### src/rtl/smbus_ioexp_regctl.sv
// PCA9555-style register file behind the SMBus IO-expander slave: own register pointer,
// host/local write arbitration, input synchronizer and snapshot-based change interrupt.
module smbus_ioexp_regctl #(
  parameter logic [15:0] OUT_RST = 16'hFFFF,
  parameter logic [15:0] POL_RST = 16'h0000,
  parameter logic [15:0] CFG_RST = 16'hFFFF
) (
  input  logic        CLK_IN,
  input  logic        RESET_N,
  input  logic [7:0]  OFFSET,
  input  logic [7:0]  DATA_OUT,
  input  logic        WRITE_EN,
  input  logic        READ_EN,
  output logic [7:0]  DATA_IN,
  input  logic [15:0] GPIO_IN,
  output logic [15:0] GPIO_OUT,
  output logic [15:0] GPIO_OE,
  output logic        INT_N,
  input  logic        LOC_WR_REQ,
  input  logic [2:0]  LOC_ADDR,
  input  logic [7:0]  LOC_WDATA,
  output logic        LOC_WR_ACK
);

  logic [7:0]  ptr_q, ptr_d;
  logic [7:0]  off_q, off_d;
  logic [15:0] out_q, out_d;
  logic [15:0] pol_q, pol_d;
  logic [15:0] cfg_q, cfg_d;
  logic [15:0] gin_m_q, gin_s_q;
  logic [15:0] snap_q, snap_d;
  logic [7:0]  data_in_q, data_in_d;
  logic        int_n_q, int_n_d;
  logic        ack_q, ack_d;

  logic        ptr_valid;
  logic        loc_grant;
  logic        wr_en;
  logic [2:0]  wr_addr;
  logic [7:0]  wr_data;
  logic [7:0]  rd_byte;

  assign ptr_valid = (ptr_q[7:3] == 5'd0);

  always_comb begin
    rd_byte = 8'hFF;
    if (ptr_valid) begin
      case (ptr_q[2:0])
        3'd0:    rd_byte = gin_s_q[7:0]  ^ pol_q[7:0];
        3'd1:    rd_byte = gin_s_q[15:8] ^ pol_q[15:8];
        3'd2:    rd_byte = out_q[7:0];
        3'd3:    rd_byte = out_q[15:8];
        3'd4:    rd_byte = pol_q[7:0];
        3'd5:    rd_byte = pol_q[15:8];
        3'd6:    rd_byte = cfg_q[7:0];
        default: rd_byte = cfg_q[15:8];
      endcase
    end
  end

  always_comb begin
    ptr_d     = ptr_q;
    off_d     = OFFSET;
    out_d     = out_q;
    pol_d     = pol_q;
    cfg_d     = cfg_q;
    snap_d    = snap_q;
    data_in_d = data_in_q;
    wr_en     = 1'b0;
    wr_addr   = 3'd0;
    wr_data   = 8'h00;

    // ack_q masks the grant so a requester still holding REQ during ACK is not served twice.
    loc_grant = LOC_WR_REQ & ~WRITE_EN & ~ack_q;
    ack_d     = loc_grant;

    if (WRITE_EN) begin
      if (ptr_valid) begin
        wr_en   = 1'b1;
        wr_addr = ptr_q[2:0];
        wr_data = DATA_OUT;
      end
    end else if (loc_grant) begin
      wr_en   = 1'b1;
      wr_addr = LOC_ADDR;
      wr_data = LOC_WDATA;
    end

    // Addresses 0/1 are the read-only input port: such writes fall through the case.
    if (wr_en) begin
      case (wr_addr)
        3'd2:    out_d[7:0]  = wr_data;
        3'd3:    out_d[15:8] = wr_data;
        3'd4:    pol_d[7:0]  = wr_data;
        3'd5:    pol_d[15:8] = wr_data;
        3'd6:    cfg_d[7:0]  = wr_data;
        3'd7:    cfg_d[15:8] = wr_data;
        default: ;
      endcase
    end

    if (READ_EN && !WRITE_EN) begin
      data_in_d = rd_byte;
      if (ptr_q == 8'd0) snap_d[7:0]  = gin_s_q[7:0];
      if (ptr_q == 8'd1) snap_d[15:8] = gin_s_q[15:8];
    end

    if ((OFFSET != 8'hFF) && (OFFSET != off_q)) begin
      ptr_d = OFFSET;
    end else if ((WRITE_EN || READ_EN) && ptr_valid) begin
      ptr_d = ptr_q ^ 8'h01;
    end

    int_n_d = ~|((gin_s_q ^ snap_q) & cfg_q);
  end

  always_ff @(posedge CLK_IN or negedge RESET_N) begin
    if (!RESET_N) begin
      ptr_q     <= 8'h00;
      off_q     <= 8'hFF;
      out_q     <= OUT_RST;
      pol_q     <= POL_RST;
      cfg_q     <= CFG_RST;
      gin_m_q   <= 16'hFFFF;
      gin_s_q   <= 16'hFFFF;
      snap_q    <= 16'hFFFF;
      data_in_q <= 8'hFF;
      int_n_q   <= 1'b1;
      ack_q     <= 1'b0;
    end else begin
      ptr_q     <= ptr_d;
      off_q     <= off_d;
      out_q     <= out_d;
      pol_q     <= pol_d;
      cfg_q     <= cfg_d;
      gin_m_q   <= GPIO_IN;
      gin_s_q   <= gin_m_q;
      snap_q    <= snap_d;
      data_in_q <= data_in_d;
      int_n_q   <= int_n_d;
      ack_q     <= ack_d;
    end
  end

  assign DATA_IN    = data_in_q;
  assign GPIO_OUT   = out_q;
  assign GPIO_OE    = ~cfg_q;
  assign INT_N      = int_n_q;
  assign LOC_WR_ACK = ack_q;

endmodule

### config.mk
export PLATFORM = sky130hd
export DESIGN_NAME = smbus_ioexp_regctl
export DESIGN_NICKNAME = d
export VERILOG_FILES = /design/src/rtl/smbus_ioexp_regctl.sv
export SDC_FILE = /design/constraint.sdc
export NUM_CORES = 1
export LEC_CHECK = 0
export ABC_AREA = 1
export ABC_CLOCK_PERIOD_IN_PS = 1800
export CAP_MARGIN = 0
export CORE_MARGIN = 2
export CORE_UTILIZATION = 38
export CTS_CLUSTER_DIAMETER = 60
export CTS_CLUSTER_SIZE = 25
export DETAILED_ROUTE_END_ITERATION = 10
export GPL_TIMING_DRIVEN = 0
export SYNTH_ARGS = -nofsm -noshare
export SYNTH_HDL_FRONTEND = slang
export SYNTH_SLANG_ARGS = --single-unit
### constraint.sdc
create_clock -name CLK_IN -period 1.8 [get_ports CLK_IN]
set_clock_uncertainty 0.2 [all_clocks]
set_input_delay 0.54 -clock CLK_IN [delete_from_list [all_inputs] [get_ports CLK_IN]]
set_output_delay 0.54 -clock CLK_IN [all_outputs]
set_load 0.02 [all_outputs]
==> summary.md <==
| Metric | Value |
|---|---|
| Total Routing Usage GR | 0.239 |
| I/O pins | 90 |
| CTS Root Cell | clkbuf_16 |
| Area added between synthesis and finish | 53.2% |
| Cts bufs inserted | 17 |
| Clock power share | 0.413 |
| Setup WS pre-CTS | -956 ps |
| Crit path cell chain | inv_2 -> buf_6 |
| Clk Latency, worst-skew pair | 420 ps |
| CTS tree | yes |
| Syn_area_per_cell | 8.10 µm² |
| Initial core utilization | 0.384 |
| Total Power | 8.02 mW |
| Antenna Cells | 0 |
| Routability cong. | 0.930 |
| Hold Path End | off_q[7]$_DFF_PN1_ |
| Largest net degree at the start of global routing | 71 |
| Layout cells sized above 1 | 0.437 |
| Final Cycle Share | 1.05 |
| Outcome | complete, but fails checks |
| Max_cap viols | 0 |
| Synth top area share | 0.441 |
| Nets | 953 |
| Sink Count | 122 |
| R2R setup slack | -10 ps |
| Fmax achieved | 0.530 GHz |
| Final setup viols | 40 |
| Hold path depth | 1 |
| Reg power frac | 0.406 |
| Die width | 127 µm |
| Routed Antenna Nets | 0 |
| Multiplexer share of the synthesized area | 0 |
| Vias | 5542 |
| Xor/xnor share of the synthesized area | 0.0197 |
| Antenna violations before repair | 0 |
| Tmin final | 1890 ps |
| Core ar. | 15000 µm² |
| Reg-to-Reg Start | LOC_WR_ACK$_DFF_PN0_ |
| Die H | 127 µm |
| Least-Margin Pin Slew | 468 ps |
| Max stage delay on crit path | 550 ps |
| Routed len/inst | 17.2 µm |
| Post-CTS Hold Buffers | 0 |
| Total gr overflow | 0 |
| Vias per cell | 5.01 |
| Yosys warnings | 0 |
| Register area share after synthesis | 0.550 |
| Vias in the first global route | 5463 |
| Leak | 4.06 nW |
| Compound-Gate Fraction of Synth Area | 0.0438 |
| Synthesized area | 5770 µm² |
| Cells on worst reg2reg path | 8 |
| Fillcell total | 1315 |
| Hold Vio Cnt, Final | 0 |
| Fin. max-slew vios | 0 |
| First-pass GRT wire length | 29200 µm |
| PwrDens | 907 nW/µm² |
| Post-DP HPWL | 12700 µm |
| Final Util | 0.588 |
| Slew HR | 0.685 |
| Distinct cells, synth | 25 |
| Min setup slack post-route | -87.7 ps |
| Iter 0 DRT Violations | 334 |
| Clock Path Buffers | 2 |
| Switching Share | 0.286 |
| First drt pass iteration count | 5 |
| Critical path origin | cfg_q[8]$_DFFE_PN1P_ |
| CP arrival | 1150 ps |
| Top Family by Delay on Critical Path | flip-flops |
| Reg-to-Reg End | pol_q[11]$_DFFE_PN0P_ |
| Logic pwr share | 0.182 |
| CP startpoint kind | flop |
| H-tree depth | 4 |
| CP Max Fanout | 3 |
| Die area | 16200 µm² |
| Cell accounting for the most synthesized area | dfstp_2 |
| IO buf count | 89 |
| Critical Path Sink Type | output pin |
| Synth Area in Adders | 0 |
| Failing checks | setup timing |
| Hold path start | OFFSET[7] |
| Stages on worst setup path | 2 |
| Yosys reg bits | 122 |
| WS Path Type | reg2out |
| P_sw | 2.29 mW |
| Simple-gate share of the synthesized area | 0.330 |
| CTS clk-pin slew, worst paths | 60 ps |
| CP Data Required Time | 1060 ps |
| Max IR drop VDD | 0.589 mV |
| Largest family of logic cells by synthesized area | simple AND/OR/NAND/NOR gates |
| Synth area leaders | dfstp_2 44%, nand2_1 17%, dfrtp_1 11%, nand3_1 7.1%, inv_1 4.2% |
| Remaining DRCs | 0 |
| Syn Inst Count | 713 |
| RSZ-0062 raised after global routing | true |
| Core Rows | 45 |
| Crit-path slowest cell | dfstp_2 |
| Syn Nets | 761 |
| Internal | 5.73 mW |
| Crit path buffers/inverters | 2 |
| Final setup TNS | -1550 ps |
| Min-delay worst type | in2reg |
| Total wire length | 19100 µm |
## placed cells by master (no fill, tap or decap), types with 8 or more instances in the layout
cell / synthesis / final
a21oi_1: 13 / 13
buf_4: 2 / 79
buf_6: 0 / 53
clkbuf_16: 0 / 18
clkdlybuf4s50_1: 0 / 38
dfrtp_1: 25 / 23
dfstp_2: 97 / 97
inv_1: 64 / 45
inv_2: 0 / 14
nand2_1: 264 / 221
nand2_2: 2 / 37
nand3_1: 82 / 56
nand3_2: 4 / 19
nand3_4: 0 / 11
nand4_1: 10 / 10
nor2_1: 59 / 53
nor2_4: 1 / 13
o21ai_0: 33 / 25
o21ai_1: 1 / 8
or2_2: 8 / 8
xnor2_1: 9 / 9
## power groups by stage
stage | registers, mW | clock network [mW] | logic [mW]
after floorplan | 3.33 | 0 | 0.424
final | 3.25 | 3.31 | 1.46
after global routing | 3.28 | 3.48 | 1.56
after global placement | 3.28 | 0 | 1.01
after detailed placement | 3.29 | 0 | 1.04
after CTS | 3.25 | 3.35 | 1.33
## flip-flops by register name, indices dropped and copies added, names as in the netlist
name and flops:
GPIO_OUT 16, cfg_q 16, gin_m_q 16, gin_s_q 16
pol_q 16, snap_q 16, DATA_IN 8, off_q 8
ptr_q 8, INT_N 1, LOC_WR_ACK 1
## cell type report
| cell class | instances | area, µm² | area share |
|---|---|---|---|
| multi-input combinational | 509 | 2780 | 0.314 |
| clock buffer | 18 | 439 | 0.0497 |
| inverter | 65 | 264 | 0.0299 |
| sequential | 122 | 3180 | 0.359 |
| timing repair buffer | 174 | 1670 | 0.189 |
| clock inverter | 14 | 138 | 0.0156 |
| buffer | 16 | 143 | 0.0161 |
| tap | 188 | 235 | 0.0266 |
## synthesized netlist by cell type
| cell | n |
|---|---|
| a21oi_1 | 13 |
| buf_1 | 1 |
| buf_2 | 10 |
| buf_4 | 2 |
| clkbuf_1 | 4 |
| clkinv_1 | 1 |
| dfrtp_1 | 25 |
| dfstp_2 | 97 |
| inv_1 | 64 |
| nand2_1 | 264 |
| nand2_2 | 2 |
| nand3_1 | 82 |
| nand3_2 | 4 |
| nand4_1 | 10 |
| nor2_1 | 59 |
| nor2_2 | 8 |
| nor2_4 | 1 |
| nor3_1 | 7 |
| nor3_2 | 2 |
| o21ai_0 | 33 |
| o21ai_1 | 1 |
| o21ai_2 | 2 |
| or2_2 | 8 |
| xnor2_1 | 9 |
| xor2_1 | 4 |
## repair_timing
item                       in CTS  in global routing
cloned                          1                  1
setup endpoints to repair     122                117
gates resized for setup       351                 96
pin swaps                      17                 42
setup buffers                  62                 20
## per-layer routing
metal,GRT usage,routed length (µm),vias up
met4,0.0769,395,0
met5,0,0,-
met3,0.0410,937,29
li1,-,-,2642
met1,0.304,7980,2696
met2,0.416,9760,175
## worst max-delay path by stage
| stage | endpoint |
|---|---|
| 5_1_grt | GPIO_OE[8] |
| 4_1_cts | GPIO_OE[8] |
| 6_report | GPIO_OE[8] |
| 2_1_floorplan | pol_q[10]$_DFFE_PN0P_ |
| 3_5_place_dp | snap_q[11]$_DFFE_PN1P_ |
| 3_3_place_gp | LOC_WR_ACK$_DFF_PN0_ |
## cells by family after synthesis
family	count (synthesis)
AO/OA/AOI/OAI	49
XOR/XNOR	13
buffers and inverters	82
flip-flops	122
AND/OR/NAND/NOR	447
## metrics by stage
step / instance area (µm²) / hold slack, ps / cells
after floorplan: 5770 / 44.4 / 713
after global placement: 6900 / 146 / 990
after detailed placement: 6930 / 147 / 991
after CTS: 8350 / 152 / 1086
after global routing: 8840 / 84.8 / 1106
final: 8840 / 88.0 / 1106
Power figures use the tool's default switching activity.
